`src/rtl/comm_bus_pkg.sv`:
```
// Shared definitions for the communication-macro bus bridge.
//  - FSM state encoding for comm_wb_bridge
//  - Default peripheral window (base address and window address width)
//  - Byte offsets of the peripheral sub-windows inside the window
//  - addr_in_window(): window decode helper
package comm_bus_pkg;

  typedef enum logic [1:0] {
    StIdle = 2'd0,
    StReq  = 2'd1,
    StResp = 2'd2
  } bus_state_e;

  localparam logic [31:0] DefBaseAddr = 32'h4000_0000;
  localparam int unsigned DefWinAw    = 10;

  localparam logic [31:0] OffUart  = 32'h0000_0000;
  localparam logic [31:0] OffGpio  = 32'h0000_0100;
  localparam logic [31:0] OffTimer = 32'h0000_0200;
  localparam logic [31:0] OffSpi   = 32'h0000_0300;

  // True when adr lies inside the 2^aw byte window starting at base.
  function automatic logic addr_in_window(input logic [31:0] adr, input logic [31:0] base,
                                          input int unsigned aw);
    return (adr >> aw) == (base >> aw);
  endfunction

endpackage

```
`src/rtl/comm_wb_watchdog.sv`:
```
// Bus watchdog for comm_wb_bridge.
//  clk, rst_n  : clock, asynchronous active-low reset
//  i_clr       : synchronous clear of the cycle counter (has priority over i_en)
//  i_en        : count one cycle
//  o_expired   : high while enabled in the cycle the count reaches TIMEOUT_CYC
module comm_wb_watchdog
  import comm_bus_pkg::*;
#(
  parameter int unsigned TO_W        = 8,
  parameter int unsigned TIMEOUT_CYC = 255
) (
  input  logic clk,
  input  logic rst_n,
  input  logic i_clr,
  input  logic i_en,
  output logic o_expired
);

  logic [TO_W-1:0] r_cnt;

  // r_cnt holds the number of enabled cycles already completed, so the enabled cycle that
  // observes TIMEOUT_CYC-1 is the one that brings the total to TIMEOUT_CYC.
  assign o_expired = i_en && (r_cnt == TO_W'(TIMEOUT_CYC - 1));

  always_ff @(posedge clk or negedge rst_n) begin
    if (!rst_n) begin
      r_cnt <= '0;
    end else if (i_clr) begin
      r_cnt <= '0;
    end else if (i_en && !o_expired) begin
      r_cnt <= r_cnt + TO_W'(1);
    end
  end

endmodule

```
`src/rtl/comm_wb_bridge.sv`:
```
// Registered Wishbone classic bridge in front of the communication macro.
// Decodes the peripheral window, re-times each request onto the master port, aborts
// accesses the peripheral never answers, and reports errors with sticky status.
//  clk, rst_n        : clock, asynchronous active-low reset
//  s_wb_*            : CPU-side slave port (adr/dat/we/sel/cyc/stb in, dat/ack/err out)
//  m_wb_*            : peripheral-side master port, all outputs registered
//  timeout_flag_o    : sticky, set when the watchdog aborts an access
//  err_count_o       : saturating count of s_wb_err_o pulses
//  clr_status_i      : synchronous clear of timeout_flag_o and err_count_o
module comm_wb_bridge
  import comm_bus_pkg::*;
#(
  parameter logic [31:0] BASE_ADDR   = DefBaseAddr,
  parameter int unsigned WIN_AW      = DefWinAw,
  parameter int unsigned TIMEOUT_CYC = 255,
  parameter int unsigned TO_W        = 8
) (
  input  logic        clk,
  input  logic        rst_n,
  input  logic [31:0] s_wb_adr_i,
  input  logic [31:0] s_wb_dat_i,
  output logic [31:0] s_wb_dat_o,
  input  logic        s_wb_we_i,
  input  logic [3:0]  s_wb_sel_i,
  input  logic        s_wb_cyc_i,
  input  logic        s_wb_stb_i,
  output logic        s_wb_ack_o,
  output logic        s_wb_err_o,
  output logic [31:0] m_wb_adr_o,
  output logic [31:0] m_wb_dat_o,
  input  logic [31:0] m_wb_dat_i,
  output logic        m_wb_we_o,
  output logic [3:0]  m_wb_sel_o,
  output logic        m_wb_cyc_o,
  output logic        m_wb_stb_o,
  input  logic        m_wb_ack_i,
  input  logic        m_wb_err_i,
  output logic        timeout_flag_o,
  output logic [7:0]  err_count_o,
  input  logic        clr_status_i
);

  localparam logic [31:0] WinMask = (32'h1 << WIN_AW) - 32'h1;

  bus_state_e  r_state;
  logic [31:0] r_s_dat;
  logic        r_s_ack;
  logic        r_s_err;
  logic [31:0] r_m_adr;
  logic [31:0] r_m_dat;
  logic        r_m_we;
  logic [3:0]  r_m_sel;
  logic        r_m_req;
  logic        r_timeout_flag;
  logic [7:0]  r_err_count;

  logic w_req;
  logic w_in_win;
  logic w_wd_expired;
  logic w_err_set;
  logic w_to_set;

  assign w_req    = s_wb_cyc_i && s_wb_stb_i;
  assign w_in_win = addr_in_window(s_wb_adr_i, BASE_ADDR, WIN_AW);

  // Cleared throughout IDLE/RESP, so it always starts from zero on entry to REQ.
  comm_wb_watchdog #(
    .TO_W        (TO_W),
    .TIMEOUT_CYC (TIMEOUT_CYC)
  ) u_watchdog (
    .clk       (clk),
    .rst_n     (rst_n),
    .i_clr     (r_state != StReq),
    .i_en      (r_state == StReq),
    .o_expired (w_wd_expired)
  );

  // Error/timeout events, registered onto s_wb_err_o by the FSM in the same cycle.
  always_comb begin
    w_err_set = 1'b0;
    w_to_set  = 1'b0;
    unique case (r_state)
      StIdle: w_err_set = w_req && !w_in_win;
      StReq: begin
        if (s_wb_cyc_i) begin
          w_err_set = m_wb_err_i || (!m_wb_ack_i && w_wd_expired);
          w_to_set  = !m_wb_err_i && !m_wb_ack_i && w_wd_expired;
        end
      end
      default: ;
    endcase
  end

  always_ff @(posedge clk or negedge rst_n) begin
    if (!rst_n) begin
      r_state <= StIdle;
      r_s_dat <= '0;
      r_s_ack <= 1'b0;
      r_s_err <= 1'b0;
      r_m_adr <= '0;
      r_m_dat <= '0;
      r_m_we  <= 1'b0;
      r_m_sel <= '0;
      r_m_req <= 1'b0;
    end else begin
      r_s_ack <= 1'b0;
      r_s_err <= 1'b0;
      unique case (r_state)
        StIdle: begin
          if (w_req) begin
            if (w_in_win) begin
              r_m_adr <= s_wb_adr_i & WinMask;
              r_m_dat <= s_wb_dat_i;
              r_m_we  <= s_wb_we_i;
              r_m_sel <= s_wb_sel_i;
              r_m_req <= 1'b1;
              r_state <= StReq;
            end else begin
              r_s_err <= 1'b1;
              r_s_dat <= '0;
              r_state <= StResp;
            end
          end
        end
        StReq: begin
          if (!s_wb_cyc_i) begin
            // CPU abandoned the cycle: release the peripheral silently.
            r_m_req <= 1'b0;
            r_state <= StIdle;
          end else if (m_wb_err_i || (!m_wb_ack_i && w_wd_expired)) begin
            r_m_req <= 1'b0;
            r_s_err <= 1'b1;
            r_s_dat <= '0;
            r_state <= StResp;
          end else if (m_wb_ack_i) begin
            r_m_req <= 1'b0;
            r_s_ack <= 1'b1;
            if (!r_m_we) r_s_dat <= m_wb_dat_i;
            r_state <= StResp;
          end
        end
        StResp:  r_state <= StIdle;
        default: r_state <= StIdle;
      endcase
    end
  end

  // A clear in the same cycle as a new error wins; that error is not counted.
  always_ff @(posedge clk or negedge rst_n) begin
    if (!rst_n) begin
      r_timeout_flag <= 1'b0;
      r_err_count    <= '0;
    end else if (clr_status_i) begin
      r_timeout_flag <= 1'b0;
      r_err_count    <= '0;
    end else begin
      if (w_to_set) r_timeout_flag <= 1'b1;
      if (w_err_set && (r_err_count != 8'hFF)) r_err_count <= r_err_count + 8'd1;
    end
  end

  assign s_wb_dat_o     = r_s_dat;
  assign s_wb_ack_o     = r_s_ack;
  assign s_wb_err_o     = r_s_err;
  assign m_wb_adr_o     = r_m_adr;
  assign m_wb_dat_o     = r_m_dat;
  assign m_wb_we_o      = r_m_we;
  assign m_wb_sel_o     = r_m_sel;
  assign m_wb_cyc_o     = r_m_req;
  assign m_wb_stb_o     = r_m_req;
  assign timeout_flag_o = r_timeout_flag;
  assign err_count_o    = r_err_count;

endmodule

```
`config.mk`:
```
export PLATFORM = sky130hd
export DESIGN_NAME = comm_wb_bridge
export DESIGN_NICKNAME = d
export VERILOG_FILES = /design/src/rtl/comm_bus_pkg.sv /design/src/rtl/comm_wb_watchdog.sv /design/src/rtl/comm_wb_bridge.sv
export SDC_FILE = /design/constraint.sdc
export NUM_CORES = 1
export LEC_CHECK = 0
export BUFFER_PORTS_ARGS = -buffer_cell sky130_fd_sc_hd__buf_2
export CORE_MARGIN = 2
export CORE_UTILIZATION = 41
export DETAILED_ROUTE_END_ITERATION = 7
export PLACE_DENSITY = 0.83
export SLEW_MARGIN = 10
export SYNTH_ARGS = -nofsm -noshare
export SYNTH_HDL_FRONTEND = slang
export SYNTH_HIERARCHICAL = 1
export SYNTH_SLANG_ARGS = --single-unit
```
`constraint.sdc`:
```
create_clock -name clk -period 2.25 [get_ports clk]
set_clock_uncertainty 0.05 [all_clocks]
set_input_delay 0.225 -clock clk [delete_from_list [all_inputs] [get_ports clk]]
set_output_delay 0.225 -clock clk [all_outputs]
set_load 0.005 [all_outputs]
```
==> results of run 1 <==
-- layout make-up --
type                            count  area share [%]
Clock buffer                       10            2.40
Sequential cell                   101            44.1
Multi-Input combinational cell    204            29.2
Clock inverter                      5           0.765
Tap cell                          136            2.97
Inverter                           10           0.656
Timing Repair Buffer              212            19.8
-- timing repair --
item | CTS | global route
hold buffers | 1 | 0
resized for setup | 0 | 7
buffers inserted | 0 | 1
setup endpoints to repair | 0 | 5
hold endpoints to repair | 38 | 0
-- how the worst min path moves through the flow --
stage,start,end,slack (ns),cells past startpoint
after detailed placement,rst_n,m_wb_dat_o[1],0.18,1
after CTS,s_wb_sel_i[0],m_wb_sel_o[0],0.01,2
after global routing,s_wb_dat_i[3],m_wb_dat_o[3],0.01,2
final,s_wb_dat_i[3],m_wb_dat_o[3],0.03,2
after floorplan,rst_n,err_count_o[0],-0.12,0
after global placement,rst_n,m_wb_sel_o[1],0.17,1
-- flip-flops by register name, summed over array words and instances (netlist names) --
register          cells
r_state               2
timeout_flag_o        1
s_wb_ack_o            1
m_wb_sel_o            4
m_wb_we_o             1
u_watchdog/r_cnt      8
s_wb_err_o            1
m_wb_adr_o           10
m_wb_cyc_o            1
s_wb_dat_o           32
m_wb_dat_o           32
err_count_o           8
-- per-stage QoR --
step / cells / area (sq um) / total power [mW] / hold slack [ns] / setup TNS [ns]
floorplan: 353 / 4470 / 1.94 / -0.121 / 0
global placement: 661 / 5500 / 2.06 / 0.165 / 0
global route: 678 / 5730 / 3.25 / 0.0121 / -0.122
finish: 678 / 5730 / 3.12 / 0.0333 / 0
detailed placement: 661 / 5500 / 2.07 / 0.176 / 0
CTS: 677 / 5690 / 3.16 / 0.0145 / 0
-- cell families (layout without fill, tap and decap cells) --
logic type | after synthesis | after routing | share of synthesized area, %
flip-flops | 101 | 101 | 57.6
AO/OA/AOI/OAI | 65 | 65 | 11.8
AND/OR/NAND/NOR | 62 | 62 | 9.26
multiplexers | 51 | 51 | 13.2
buffers and inverters | 48 | 237 | 7.01
adder cells (fa/ha/maj) | 3 | 3 | 0.855
other | 1 | 22 | 0.0854
XOR/XNOR | 1 | 1 | 0.200
-- cell usage in the layout (no fill, tap or decap), types with 3 or more instances in the layout --
cell                       synthesis  layout
sky130_fd_sc_hd__nor3_1            7       7
sky130_fd_sc_hd__dfrtp_1         101     101
sky130_fd_sc_hd__a311oi_1          3       3
sky130_fd_sc_hd__nor2_1           11      11
sky130_fd_sc_hd__mux2_1           19      19
sky130_fd_sc_hd__o21ai_0           5       5
sky130_fd_sc_hd__nor4_2            4       4
sky130_fd_sc_hd__a21oi_1          10       7
sky130_fd_sc_hd__nand2b_1          3       3
sky130_fd_sc_hd__mux2_2           29      29
sky130_fd_sc_hd__buf_2             3     198
sky130_fd_sc_hd__buf_4            25      10
sky130_fd_sc_hd__a21oi_2           0       3
sky130_fd_sc_hd__clkbuf_8          0      10
sky130_fd_sc_hd__conb_1            1      22
sky130_fd_sc_hd__buf_12            0       3
sky130_fd_sc_hd__nand4_1           4       4
sky130_fd_sc_hd__inv_1            10      10
sky130_fd_sc_hd__a41oi_1           5       5
sky130_fd_sc_hd__nand3_1           5       5
sky130_fd_sc_hd__and3_1            5       5
sky130_fd_sc_hd__a22o_1           32      32
-- critical path, stage by stage, from the launching register on --
cell and delay [ns]:
sky130_fd_sc_hd__dfrtp_1 0.41, sky130_fd_sc_hd__inv_1 0.09, sky130_fd_sc_hd__ha_2 0.18, sky130_fd_sc_hd__and4_4 0.22
sky130_fd_sc_hd__and3_4 0.20, sky130_fd_sc_hd__nand2b_1 0.07, sky130_fd_sc_hd__a21oi_2 0.15, sky130_fd_sc_hd__o31ai_2 0.10
sky130_fd_sc_hd__buf_4 0.16, sky130_fd_sc_hd__or3_1 0.32, sky130_fd_sc_hd__a21oi_2 0.14
-- routing by layer --
metal | vias up | share of wire, % | track usage [%]
li1 | 1585 | - | -
met1 | 1620 | 42 | 21.7
met2 | 168 | 50 | 32.1
met3 | 14 | 7.4 | 3.63
met4 | 0 | 1.2 | 5.86
met5 | - | 0 | 0
-- power by group through the flow --
stage               Sequential, mW  Combinational, mW  Clock (mW)
floorplan                     1.86             0.0779           0
global placement              1.86              0.202           0
detailed placement            1.86              0.210           0
CTS                           1.83              0.213        1.12
global route                  1.83              0.237        1.19
finish                        1.83              0.211        1.08
==> run_summary.xml, run 1 <==
<?xml version="1.0" encoding="UTF-8"?>
<metrics>
  <group name="final_layout">
    <metric name="fin_util" unit="%">55.2</metric>
    <metric name="num_antenna_cells" unit="">0</metric>
    <metric name="layout.filler_cells" unit="">892</metric>
    <metric name="multi_input_gate_area_in_the_final_layout" unit="sq um">1670</metric>
    <metric name="syn2layout_area_growth" unit="%">30.4</metric>
    <metric name="layout.area.seq" unit="sq um">2530</metric>
    <metric name="final_layout_size_suffix_gt1_share" unit="%">51.3</metric>
    <metric name="fin_nets" unit="">649</metric>
  </group>
  <group name="setup_path">
    <metric name="crit_end" unit="">err_count_o[3]</metric>
    <metric name="timing.rr.end" unit="">err_count_o[3]</metric>
    <metric name="timing.critical_path.from" unit="">u_watchdog/r_cnt[0]</metric>
    <metric name="ff2ff_setup_slack" unit="ns">0.08</metric>
    <metric name="worstRegToRegCells" unit="">10</metric>
    <metric name="crit_path_max_fanout" unit="">6</metric>
    <metric name="worst_ep_required_time" unit="ns">2.48</metric>
    <metric name="worst_ep_arrival_time" unit="ns">2.40</metric>
    <metric name="startpoint_type" unit="">flop</metric>
    <metric name="worstReg2RegStart" unit="">u_watchdog/r_cnt[0]</metric>
    <metric name="worst_setup_path_end_kind" unit="">flop</metric>
    <metric name="timing.setup.critical_path_class" unit="">flop to flop</metric>
  </group>
  <group name="logic_synthesis">
    <metric name="synthMostInstantiatedCell" unit="">sky130_fd_sc_hd__dfrtp_1</metric>
    <metric name="synth.top_cells.by_count" unit="">101 x sky130_fd_sc_hd__dfrtp_1, 32 x sky130_fd_sc_hd__a22o_1, 29 x sky130_fd_sc_hd__mux2_2</metric>
    <metric name="yosys_register_bits" unit="">101</metric>
    <metric name="synth.yosys.warnings" unit="">6</metric>
    <metric name="synth_enable_flop_cells" unit="">0</metric>
    <metric name="ys_types" unit="">50</metric>
    <metric name="netlist_area" unit="sq um">4390</metric>
    <metric name="netlist.top_cell.by_area" unit="">sky130_fd_sc_hd__dfrtp_1</metric>
    <metric name="synth_top_cells_by_area" unit="">sky130_fd_sc_hd__dfrtp_1 58%, sky130_fd_sc_hd__mux2_2 7.4%, sky130_fd_sc_hd__a22o_1 6.4%</metric>
    <metric name="post_synth.cell_area_avg" unit="sq um">13.2</metric>
    <metric name="postSynth.asyncResetShare" unit="%">100</metric>
    <metric name="ys.flop_type" unit="">sky130_fd_sc_hd__dfrtp_1</metric>
    <metric name="proportion_of_synthesized_chip_area_in_sequential_cells" unit="%">57.6</metric>
    <metric name="netlist.area_leader.share" unit="%">57.6</metric>
    <metric name="synthCells" unit="">332</metric>
  </group>
  <group name="routing">
    <metric name="vias_per_cell" unit="">5.00</metric>
    <metric name="routedWlPerCell" unit="microns">15.5</metric>
    <metric name="drt_iter0_markers" unit="">113</metric>
    <metric name="postRouteAntennaNets" unit="">0</metric>
    <metric name="route.final.wire_length" unit="microns">10500</metric>
    <metric name="num_vias" unit="">3387</metric>
    <metric name="drt_pass1_iterations" unit="">4</metric>
    <metric name="drc_errors" unit="">0</metric>
  </group>
  <group name="cts">
    <metric name="ctsLongestPathBuffers" unit="">2</metric>
    <metric name="numClockSinks" unit="">101</metric>
    <metric name="path_clk_slew" unit="ns">0.10</metric>
    <metric name="root_buffer" unit="">sky130_fd_sc_hd__clkbuf_8</metric>
    <metric name="cts.htree.levels" unit="">3</metric>
    <metric name="cts_tree" unit="">done</metric>
    <metric name="total_cts_buffers" unit="">9</metric>
    <metric name="clock_latency" unit="ns">0.35</metric>
  </group>
  <group name="placement">
    <metric name="finalWeightedCongestion" unit="">0.882</metric>
    <metric name="port_buffers" unit="">199</metric>
    <metric name="dp_hpwl" unit="microns">7930</metric>
    <metric name="pre_cts_slack" unit="ns">0.0462</metric>
  </group>
  <group name="floorplanning">
    <metric name="die-width" unit="microns">107</metric>
    <metric name="num_io_pins" unit="">222</metric>
    <metric name="core_area" unit="sq um">10400</metric>
    <metric name="placementRows" unit="">37</metric>
    <metric name="initial_core_util" unit="%">42.3</metric>
    <metric name="die_height" unit="microns">107</metric>
    <metric name="die_area" unit="sq um">11500</metric>
  </group>
  <group name="global_route">
    <metric name="grt_start_max_net_pins" unit="">64</metric>
    <metric name="antenna_found_initial" unit="">0</metric>
    <metric name="number_of_global_route_vias_before_repair" unit="">3371</metric>
    <metric name="grtUsageTotal" unit="%">18.0</metric>
    <metric name="grt_overflow_total" unit="">0</metric>
    <metric name="grt_first_pass_wirelength" unit="microns">16100</metric>
  </group>
  <group name="power_and_ir_drop">
    <metric name="power_switching_share" unit="%">24.3</metric>
    <metric name="pwr-share-comb" unit="%">6.8</metric>
    <metric name="p_seq_share" unit="%">58.6</metric>
    <metric name="clock_power_share" unit="%">34.6</metric>
    <metric name="power-per-cell-area" unit="nW/um^2">544</metric>
    <metric name="p_leak" unit="nW">3.21</metric>
    <metric name="power.internal" unit="mW">2.36</metric>
    <metric name="irDropWorstVdd" unit="mV">0.278</metric>
    <metric name="switching_power_summed_over_all_nets" unit="mW">0.758</metric>
  </group>
  <group name="sta">
    <metric name="setup_ws" unit="ns">0.0789</metric>
    <metric name="hold_viol" unit="">0</metric>
    <metric name="tightest_slew" unit="ns">0.548</metric>
    <metric name="slew_headroom" unit="%">63.2</metric>
    <metric name="final_min_period_over_clock_period" unit="%">96.5</metric>
    <metric name="final.min_clock_period" unit="ns">2.17</metric>
    <metric name="report.final.setup_viol" unit="">0</metric>
    <metric name="max_slew_vio_count" unit="">0</metric>
    <metric name="rsz_0062_raised_after_global_routing" unit="">yes</metric>
    <metric name="max_freq" unit="MHz">461</metric>
  </group>
  <group name="outcome">
    <metric name="outcome" unit="">finished clean</metric>
  </group>
  <group name="run">
    <metric name="drv.max_cap_violation_count" unit="">0</metric>
  </group>
  <group name="min_path">
    <metric name="worst_hold_path_type" unit="">primary input to flop</metric>
  </group>
</metrics>
(Power assumes the default switching activity.)
==> run 2: changes to the inputs <==
--- a/config.mk
+++ b/config.mk
@@ -9,7 +9,7 @@
 export CORE_MARGIN = 2
 export CORE_UTILIZATION = 41
 export DETAILED_ROUTE_END_ITERATION = 7
-export PLACE_DENSITY = 0.83
+export PLACE_DENSITY = 0.76
 export SLEW_MARGIN = 10
 export SYNTH_ARGS = -nofsm -noshare
 export SYNTH_HDL_FRONTEND = slang
==> run_summary.xml, run 2 (same netlist as run 1, synthesis figures left out) <==
<?xml version="1.0" encoding="UTF-8"?>
<metrics>
  <group name="setup_path">
    <metric name="crit_path_max_fanout" unit="">16</metric>
    <metric name="startpoint_type" unit="">flop</metric>
    <metric name="path_cells" unit="">inv_2 &gt; ha_4 &gt; and4_4 &gt; and3_2 &gt; buf_4 &gt; o21ai_0 &gt; a22oi_2 &gt; o21ai_4 &gt; clkbuf_16 &gt; a22o_1</metric>
    <metric name="crit_slowest_cell" unit="">sky130_fd_sc_hd__dfrtp_1</metric>
    <metric name="timing.critical_path.from" unit="">u_watchdog/r_cnt[0]</metric>
    <metric name="crit_buf_inv" unit="">3</metric>
    <metric name="worst_ep_arrival_time" unit="ns">2.33</metric>
    <metric name="worstReg2RegStart" unit="">u_watchdog/r_cnt[0]</metric>
    <metric name="cpLargestDelayFamily" unit="">compound AO/OA/AOI/OAI gates</metric>
    <metric name="cpPeakStageDelay" unit="ns">0.43</metric>
    <metric name="worst_setup_path_end_kind" unit="">flop</metric>
    <metric name="worst_ep_required_time" unit="ns">2.44</metric>
    <metric name="timing.setup.critical_path_class" unit="">flop to flop</metric>
  </group>
  <group name="power_and_ir_drop">
    <metric name="power.internal" unit="mW">2.49</metric>
    <metric name="p_leak" unit="nW">3.26</metric>
    <metric name="irDropWorstVdd" unit="mV">0.438</metric>
    <metric name="power-per-cell-area" unit="nW/um^2">559</metric>
    <metric name="pwr-share-comb" unit="%">6.8</metric>
    <metric name="clock_power_share" unit="%">37.3</metric>
    <metric name="switching_power_summed_over_all_nets" unit="mW">0.775</metric>
    <metric name="power_switching_share" unit="%">23.7</metric>
    <metric name="total_power" unit="mW">3.27</metric>
    <metric name="p_seq_share" unit="%">55.8</metric>
  </group>
  <group name="min_path">
    <metric name="worst_hold_path_type" unit="">primary input to flop</metric>
    <metric name="hold_path_startpoint" unit="">s_wb_dat_i[30]</metric>
  </group>
  <group name="sta">
    <metric name="rsz_0062_raised_after_global_routing" unit="">no</metric>
    <metric name="report.final.setup_viol" unit="">0</metric>
    <metric name="slew_headroom" unit="%">64.8</metric>
    <metric name="hold_viol" unit="">0</metric>
    <metric name="max_slew_vio_count" unit="">0</metric>
    <metric name="fin_tns_setup" unit="ns">0</metric>
    <metric name="tightest_slew" unit="ns">0.523</metric>
    <metric name="final_min_period_over_clock_period" unit="%">95.0</metric>
    <metric name="max_freq" unit="MHz">468</metric>
    <metric name="final.min_clock_period" unit="ns">2.14</metric>
  </group>
  <group name="cts">
    <metric name="cts.htree.levels" unit="">3</metric>
    <metric name="total_cts_buffers" unit="">9</metric>
    <metric name="root_buffer" unit="">sky130_fd_sc_hd__clkbuf_8</metric>
    <metric name="path_clk_slew" unit="ns">0.11</metric>
    <metric name="clock_latency" unit="ns">0.35</metric>
    <metric name="numClockSinks" unit="">101</metric>
    <metric name="cts_tree" unit="">done</metric>
    <metric name="ctsLongestPathBuffers" unit="">2</metric>
  </group>
  <group name="routing">
    <metric name="routedWlPerCell" unit="microns">14.7</metric>
    <metric name="drt_pass1_iterations" unit="">4</metric>
    <metric name="drt_iter0_markers" unit="">127</metric>
    <metric name="postRouteAntennaNets" unit="">0</metric>
    <metric name="vias_per_cell" unit="">4.96</metric>
    <metric name="route.final.wire_length" unit="microns">10100</metric>
    <metric name="num_vias" unit="">3380</metric>
    <metric name="drc_errors" unit="">0</metric>
  </group>
  <group name="final_layout">
    <metric name="syn2layout_area_growth" unit="%">33.4</metric>
    <metric name="fin_nets" unit="">652</metric>
    <metric name="num_antenna_cells" unit="">0</metric>
    <metric name="final_layout_size_suffix_gt1_share" unit="%">52.0</metric>
    <metric name="mostFrequentLayoutCells" unit="">198 x sky130_fd_sc_hd__buf_2, 101 x sky130_fd_sc_hd__dfrtp_1, 32 x sky130_fd_sc_hd__a22o_1, 29 x sky130_fd_sc_hd__mux2_2, 22 x sky130_fd_sc_hd__conb_1</metric>
    <metric name="mostFrequentLayoutCell" unit="">sky130_fd_sc_hd__buf_2</metric>
    <metric name="final_cell_count_no_fill" unit="">682</metric>
    <metric name="fin_util" unit="%">56.4</metric>
  </group>
  <group name="floorplanning">
    <metric name="num_io_pins" unit="">222</metric>
    <metric name="initial_core_util" unit="%">42.3</metric>
    <metric name="core_area" unit="sq um">10400</metric>
    <metric name="die-width" unit="microns">107</metric>
    <metric name="placementRows" unit="">37</metric>
    <metric name="die_height" unit="microns">107</metric>
    <metric name="die_area" unit="sq um">11500</metric>
  </group>
  <group name="placement">
    <metric name="dpl.cell_count" unit="">662</metric>
    <metric name="port_buffers" unit="">199</metric>
    <metric name="dp_hpwl" unit="microns">7530</metric>
    <metric name="finalWeightedCongestion" unit="">0.767</metric>
  </group>
  <group name="global_route">
    <metric name="antenna_found_initial" unit="">0</metric>
    <metric name="grtUsageTotal" unit="%">16.7</metric>
    <metric name="number_of_global_route_vias_before_repair" unit="">3345</metric>
    <metric name="grt_start_max_net_pins" unit="">50</metric>
    <metric name="grt_first_pass_wirelength" unit="microns">15300</metric>
    <metric name="grt_overflow_total" unit="">0</metric>
  </group>
  <group name="run">
    <metric name="drv.max_cap_violation_count" unit="">0</metric>
  </group>
  <group name="outcome">
    <metric name="outcome" unit="">finished clean</metric>
  </group>
</metrics>
[run 2: changes by cell type in the layout (fill, tap and decap cells not counted), sizes merged]
cell / previous run / this run
buf: 211 / 212
bufinv: 0 / 1
clkbuf: 10 / 12
clkinv: 1 / 3
clkinvlp: 2 / 1
inv: 12 / 11
[run 2: worst paths after layout]
| kind | endpoint | slack [ns] | cells after the start |
|---|---|---|---|
| max in group asynchronous | m_wb_dat_o[21] | 1.21 | 3 |
| worst max-delay path | s_wb_dat_o[7] | 0.11 | 10 |
| min in group asynchronous | err_count_o[4] | 0.27 | 2 |
| worst min-delay path | m_wb_dat_o[30] | 0.03 | 2 |
| worst min register to register | m_wb_dat_o[2] | 0.44 | 1 |
| worst max register to register | s_wb_dat_o[7] | 0.11 | 10 |
[run 2: per-layer routing]
layer  vias up  routed length [microns]  global-route usage [%]
li1       1591                        -                       -
met2       161                     4970                    28.9
met5         -                        0                       0
met4         0                      169                    5.95
met3        14                      717                    3.45
met1      1614                     4200                    20.7
[run 2: power groups by stage]
| stage | Clock (mW) | Sequential (mW) | Combinational (mW) |
|---|---|---|---|
| floorplan | 0 | 1.86 | 0.0779 |
| global placement | 0 | 1.86 | 0.202 |
| detailed placement | 0 | 1.86 | 0.209 |
| CTS | 1.26 | 1.83 | 0.212 |
| global route | 1.33 | 1.83 | 0.252 |
| finish | 1.22 | 1.83 | 0.224 |
[run 2: per-stage QoR]
stage	setup WS, ns	instance area (sq um)	hold WS [ns]
5_1_grt	0.0104	5850	0.00648
3_3_place_gp	0.0753	5520	0.126
2_1_floorplan	0.0441	4470	-0.121
3_5_place_dp	0.00700	5520	0.128
6_report	0.114	5850	0.0285
4_1_cts	0.000731	5750	0.0121
[run 2: repair_timing]
| item | in CTS | in global routing |
|---|---|---|
| pin swaps | 0 | 4 |
| cloned | 0 | 2 |
| setup buffers | 0 | 1 |
| hold buffers | 1 | 0 |
| endpoints found under the hold margin | 28 | 0 |
| gates resized for setup | 1 | 9 |
| setup endpoints to repair | 4 | 39 |
[run 2: final cells by class]
| class | instances | area, sq um |
|---|---|---|
| clock buffer | 10 | 138 |
| fill | 910 | 4520 |
| clock inverter | 6 | 82.6 |
| timing repair buffer | 215 | 1210 |
| sequential | 101 | 2530 |
| multi-input combinational | 204 | 1690 |
| tap | 136 | 170 |
| inverter | 10 | 37.5 |
==> run 3: changes to the inputs <==
--- a/config.mk
+++ b/config.mk
@@ -7,11 +7,10 @@
 export LEC_CHECK = 0
 export BUFFER_PORTS_ARGS = -buffer_cell sky130_fd_sc_hd__buf_2
 export CORE_MARGIN = 2
-export CORE_UTILIZATION = 41
+export CORE_UTILIZATION = 42
 export DETAILED_ROUTE_END_ITERATION = 7
-export PLACE_DENSITY = 0.76
+export PLACE_DENSITY = 0.77
 export SLEW_MARGIN = 10
 export SYNTH_ARGS = -nofsm -noshare
 export SYNTH_HDL_FRONTEND = slang
-export SYNTH_HIERARCHICAL = 1
 export SYNTH_SLANG_ARGS = --single-unit
==> run_summary.xml, run 3 <==
<?xml version="1.0" encoding="UTF-8"?>
<metrics>
  <group name="setup_path">
    <metric name="crit_slowest_cell" unit="">sky130_fd_sc_hd__dfrtp_1</metric>
    <metric name="crit_buf_inv" unit="">4</metric>
    <metric name="crit_path_max_fanout" unit="">16</metric>
    <metric name="crit_path_frequent_cell" unit="">sky130_fd_sc_hd__buf_4</metric>
    <metric name="timing.setup.critical_path_class" unit="">flop to flop</metric>
    <metric name="cpPeakStageDelay" unit="ns">0.40</metric>
    <metric name="startpoint_type" unit="">flop</metric>
    <metric name="worst_ep_required_time" unit="ns">2.48</metric>
    <metric name="worst_ep_arrival_time" unit="ns">2.32</metric>
    <metric name="worst_setup_path_end_kind" unit="">flop</metric>
    <metric name="cpLargestDelayFamily" unit="">buffers and inverters</metric>
    <metric name="path_cells" unit="">inv_1 &gt; ha_1 &gt; nand3_2 &gt; nor3_2 &gt; buf_4 &gt; nor3_4 &gt; a221oi_4 &gt; buf_4 &gt; clkbuf_16 &gt; mux2i_1</metric>
  </group>
  <group name="logic_synthesis">
    <metric name="synth.yosys.warnings" unit="">0</metric>
    <metric name="synthCells" unit="">388</metric>
    <metric name="synthMostInstantiatedCell" unit="">sky130_fd_sc_hd__dfrtp_1</metric>
    <metric name="yosys_register_bits" unit="">101</metric>
    <metric name="synth_top_cells_by_area" unit="">sky130_fd_sc_hd__dfrtp_1 55%, sky130_fd_sc_hd__mux2_2 11%, sky130_fd_sc_hd__mux2i_1 7.2%</metric>
    <metric name="postSynth.asyncResetShare" unit="%">100</metric>
    <metric name="proportion_of_synthesized_chip_area_in_sequential_cells" unit="%">55.1</metric>
    <metric name="netlist.top_cell.by_area" unit="">sky130_fd_sc_hd__dfrtp_1</metric>
    <metric name="synth.top_cells.by_count" unit="">101 x sky130_fd_sc_hd__dfrtp_1, 45 x sky130_fd_sc_hd__mux2_2, 38 x sky130_fd_sc_hd__nand2_1</metric>
    <metric name="post_synth.cell_area_avg" unit="sq um">11.8</metric>
    <metric name="netlist_area" unit="sq um">4590</metric>
    <metric name="ys.flop_type" unit="">sky130_fd_sc_hd__dfrtp_1</metric>
    <metric name="synth_enable_flop_cells" unit="">0</metric>
    <metric name="netlist.area_leader.share" unit="%">55.1</metric>
    <metric name="ys_types" unit="">43</metric>
  </group>
  <group name="cts">
    <metric name="cts_tree" unit="">done</metric>
    <metric name="total_cts_buffers" unit="">9</metric>
    <metric name="ctsLongestPathBuffers" unit="">2</metric>
    <metric name="clock_latency" unit="ns">0.36</metric>
    <metric name="numClockSinks" unit="">101</metric>
    <metric name="root_buffer" unit="">sky130_fd_sc_hd__clkbuf_8</metric>
    <metric name="path_clk_slew" unit="ns">0.10</metric>
    <metric name="cts.htree.levels" unit="">3</metric>
  </group>
  <group name="placement">
    <metric name="port_buffers" unit="">199</metric>
    <metric name="pre_cts_slack" unit="ns">0.133</metric>
    <metric name="dpl.cell_count" unit="">722</metric>
    <metric name="finalWeightedCongestion" unit="">0.807</metric>
    <metric name="dp_hpwl" unit="microns">7760</metric>
  </group>
  <group name="routing">
    <metric name="routedWlPerCell" unit="microns">14.1</metric>
    <metric name="drt_iter0_markers" unit="">118</metric>
    <metric name="vias_per_cell" unit="">4.72</metric>
    <metric name="drc_errors" unit="">0</metric>
    <metric name="postRouteAntennaNets" unit="">0</metric>
    <metric name="num_vias" unit="">3502</metric>
    <metric name="drt_pass1_iterations" unit="">4</metric>
    <metric name="route.final.wire_length" unit="microns">10400</metric>
  </group>
  <group name="outcome">
    <metric name="outcome" unit="">finished clean</metric>
  </group>
  <group name="final_layout">
    <metric name="final_layout_size_suffix_gt1_share" unit="%">47.0</metric>
    <metric name="mostFrequentLayoutCells" unit="">198 x sky130_fd_sc_hd__buf_2, 101 x sky130_fd_sc_hd__dfrtp_1, 45 x sky130_fd_sc_hd__mux2_2, 38 x sky130_fd_sc_hd__nand2_1, 34 x sky130_fd_sc_hd__inv_1</metric>
    <metric name="syn2layout_area_growth" unit="%">29.5</metric>
    <metric name="mostFrequentLayoutCell" unit="">sky130_fd_sc_hd__buf_2</metric>
    <metric name="fin_nets" unit="">708</metric>
    <metric name="layout.area.seq" unit="sq um">2530</metric>
    <metric name="num_antenna_cells" unit="">0</metric>
    <metric name="multi_input_gate_area_in_the_final_layout" unit="sq um">1770</metric>
    <metric name="fin_util" unit="%">55.3</metric>
    <metric name="layout.filler_cells" unit="">973</metric>
    <metric name="final_cell_count_no_fill" unit="">742</metric>
  </group>
  <group name="global_route">
    <metric name="grt_overflow_total" unit="">0</metric>
    <metric name="grt_first_pass_wirelength" unit="microns">16400</metric>
    <metric name="grt_start_max_net_pins" unit="">49</metric>
    <metric name="grtUsageTotal" unit="%">17.9</metric>
    <metric name="antenna_found_initial" unit="">0</metric>
    <metric name="number_of_global_route_vias_before_repair" unit="">3425</metric>
  </group>
  <group name="floorplanning">
    <metric name="die_height" unit="microns">108</metric>
    <metric name="core_area" unit="sq um">10700</metric>
    <metric name="num_io_pins" unit="">222</metric>
    <metric name="die_area" unit="sq um">11800</metric>
    <metric name="placementRows" unit="">38</metric>
    <metric name="initial_core_util" unit="%">42.7</metric>
    <metric name="die-width" unit="microns">108</metric>
  </group>
  <group name="run">
    <metric name="drv.max_cap_violation_count" unit="">0</metric>
  </group>
  <group name="sta">
    <metric name="hold_ws" unit="ns">0.0196</metric>
    <metric name="fin_tns_setup" unit="ns">0</metric>
    <metric name="hold_viol" unit="">0</metric>
    <metric name="max_freq" unit="MHz">479</metric>
    <metric name="max_slew_vio_count" unit="">0</metric>
    <metric name="final_min_period_over_clock_period" unit="%">92.7</metric>
    <metric name="report.final.setup_viol" unit="">0</metric>
    <metric name="setup_ws" unit="ns">0.164</metric>
    <metric name="slew_headroom" unit="%">57.8</metric>
    <metric name="final.min_clock_period" unit="ns">2.09</metric>
    <metric name="rsz_0062_raised_after_global_routing" unit="">no</metric>
    <metric name="tightest_slew" unit="ns">0.633</metric>
  </group>
  <group name="power_and_ir_drop">
    <metric name="power-per-cell-area" unit="nW/um^2">598</metric>
    <metric name="p_leak" unit="nW">3.25</metric>
    <metric name="irDropWorstVdd" unit="mV">0.339</metric>
  </group>
  <group name="min_path">
    <metric name="worst_hold_path_type" unit="">primary input to flop</metric>
  </group>
</metrics>
run 3: cell count changes after synthesis, moves of 4 or more:
cell                      delta
sky130_fd_sc_hd__nor2b_1     +5
sky130_fd_sc_hd__nor2_1      +5
sky130_fd_sc_hd__a41oi_1     -5
sky130_fd_sc_hd__mux2_2     +16
sky130_fd_sc_hd__nand2_1    +36
sky130_fd_sc_hd__mux2_1     -11
sky130_fd_sc_hd__nor3_1      -5
sky130_fd_sc_hd__mux2i_1    +32
sky130_fd_sc_hd__nor4_2      -4
sky130_fd_sc_hd__inv_1      +24
sky130_fd_sc_hd__a22o_1     -32
run 3: cell families (layout without fill, tap and decap cells):
logic type                 after synthesis  after routing  share of synthesized area [%]
xor gates and xnor gates                 3              3                          0.573
other                                    1             22                         0.0818
buffers and inverters                   70            263                           8.46
AOI/OAI and AO/OA                       27             27                           4.17
DFF                                    101            101                           55.1
muxes                                   86             86                           20.2
and+or+nand+nor                         97             97                           10.6
adders and majority gates                3              3                          0.819
run 3: per-stage QoR:
stage                     power [mW]  cell area (sq um)
after floorplan                 2.27               4660
after global placement          2.42               5700
after detailed placement        2.43               5700
after CTS                       3.52               5890
after global routing            3.73               5940
final                           3.55               5940
run 3: cell type report:
type	count	area share, %
clock inverters	7	0.969
well taps	140	2.95
inverters	34	2.15
flip-flops and latches	101	42.6
repair buffers	213	19.6
clock buffers	9	2.09
multi-input cells	238	29.7
run 3: what timing repair did:
action	4_1_cts	5_1_grt
endpoints found under the hold margin	45	0
endpoints found under the setup margin	0	14
hold buffers	1	0
setup buffers	0	2
resized for setup	0	1
run 3: power by group:
group / total [mW] / switching, mW / internal, mW
Combinational: 0.621 / 0.310 / 0.311
Clock: 1.09 / 0.669 / 0.418
Sequential: 1.85 / 0.0173 / 1.83
Total: 3.55 / 0.996 / 2.56
run 3: path summary, 6_finish.rpt:
check                                         start             endpoint  slack, ns  depth (start not counted)
worst max-delay path            u_watchdog.r_cnt[0]        s_wb_dat_o[7]       0.16                         10
max in group asynchronous                     rst_n        m_wb_dat_o[2]       1.16                          3
worst min register to register        m_wb_adr_o[3]        m_wb_adr_o[3]       0.44                          1
worst max register to register  u_watchdog.r_cnt[0]        s_wb_dat_o[7]       0.16                         10
min in group asynchronous                     rst_n  u_watchdog.r_cnt[3]       0.38                          2
worst min-delay path                  s_wb_adr_i[4]        m_wb_adr_o[4]       0.02                          2
run 3: layer usage:
metal / up-vias / GRT usage [%] / share of wire (%)
met2: 126 / 29.0 / 49
met5: - / 0 / 0
met4: 0 / 4.67 / 1.0
met3: 10 / 5.36 / 7.4
li1: 1671 / - / -
met1: 1695 / 23.4 / 43
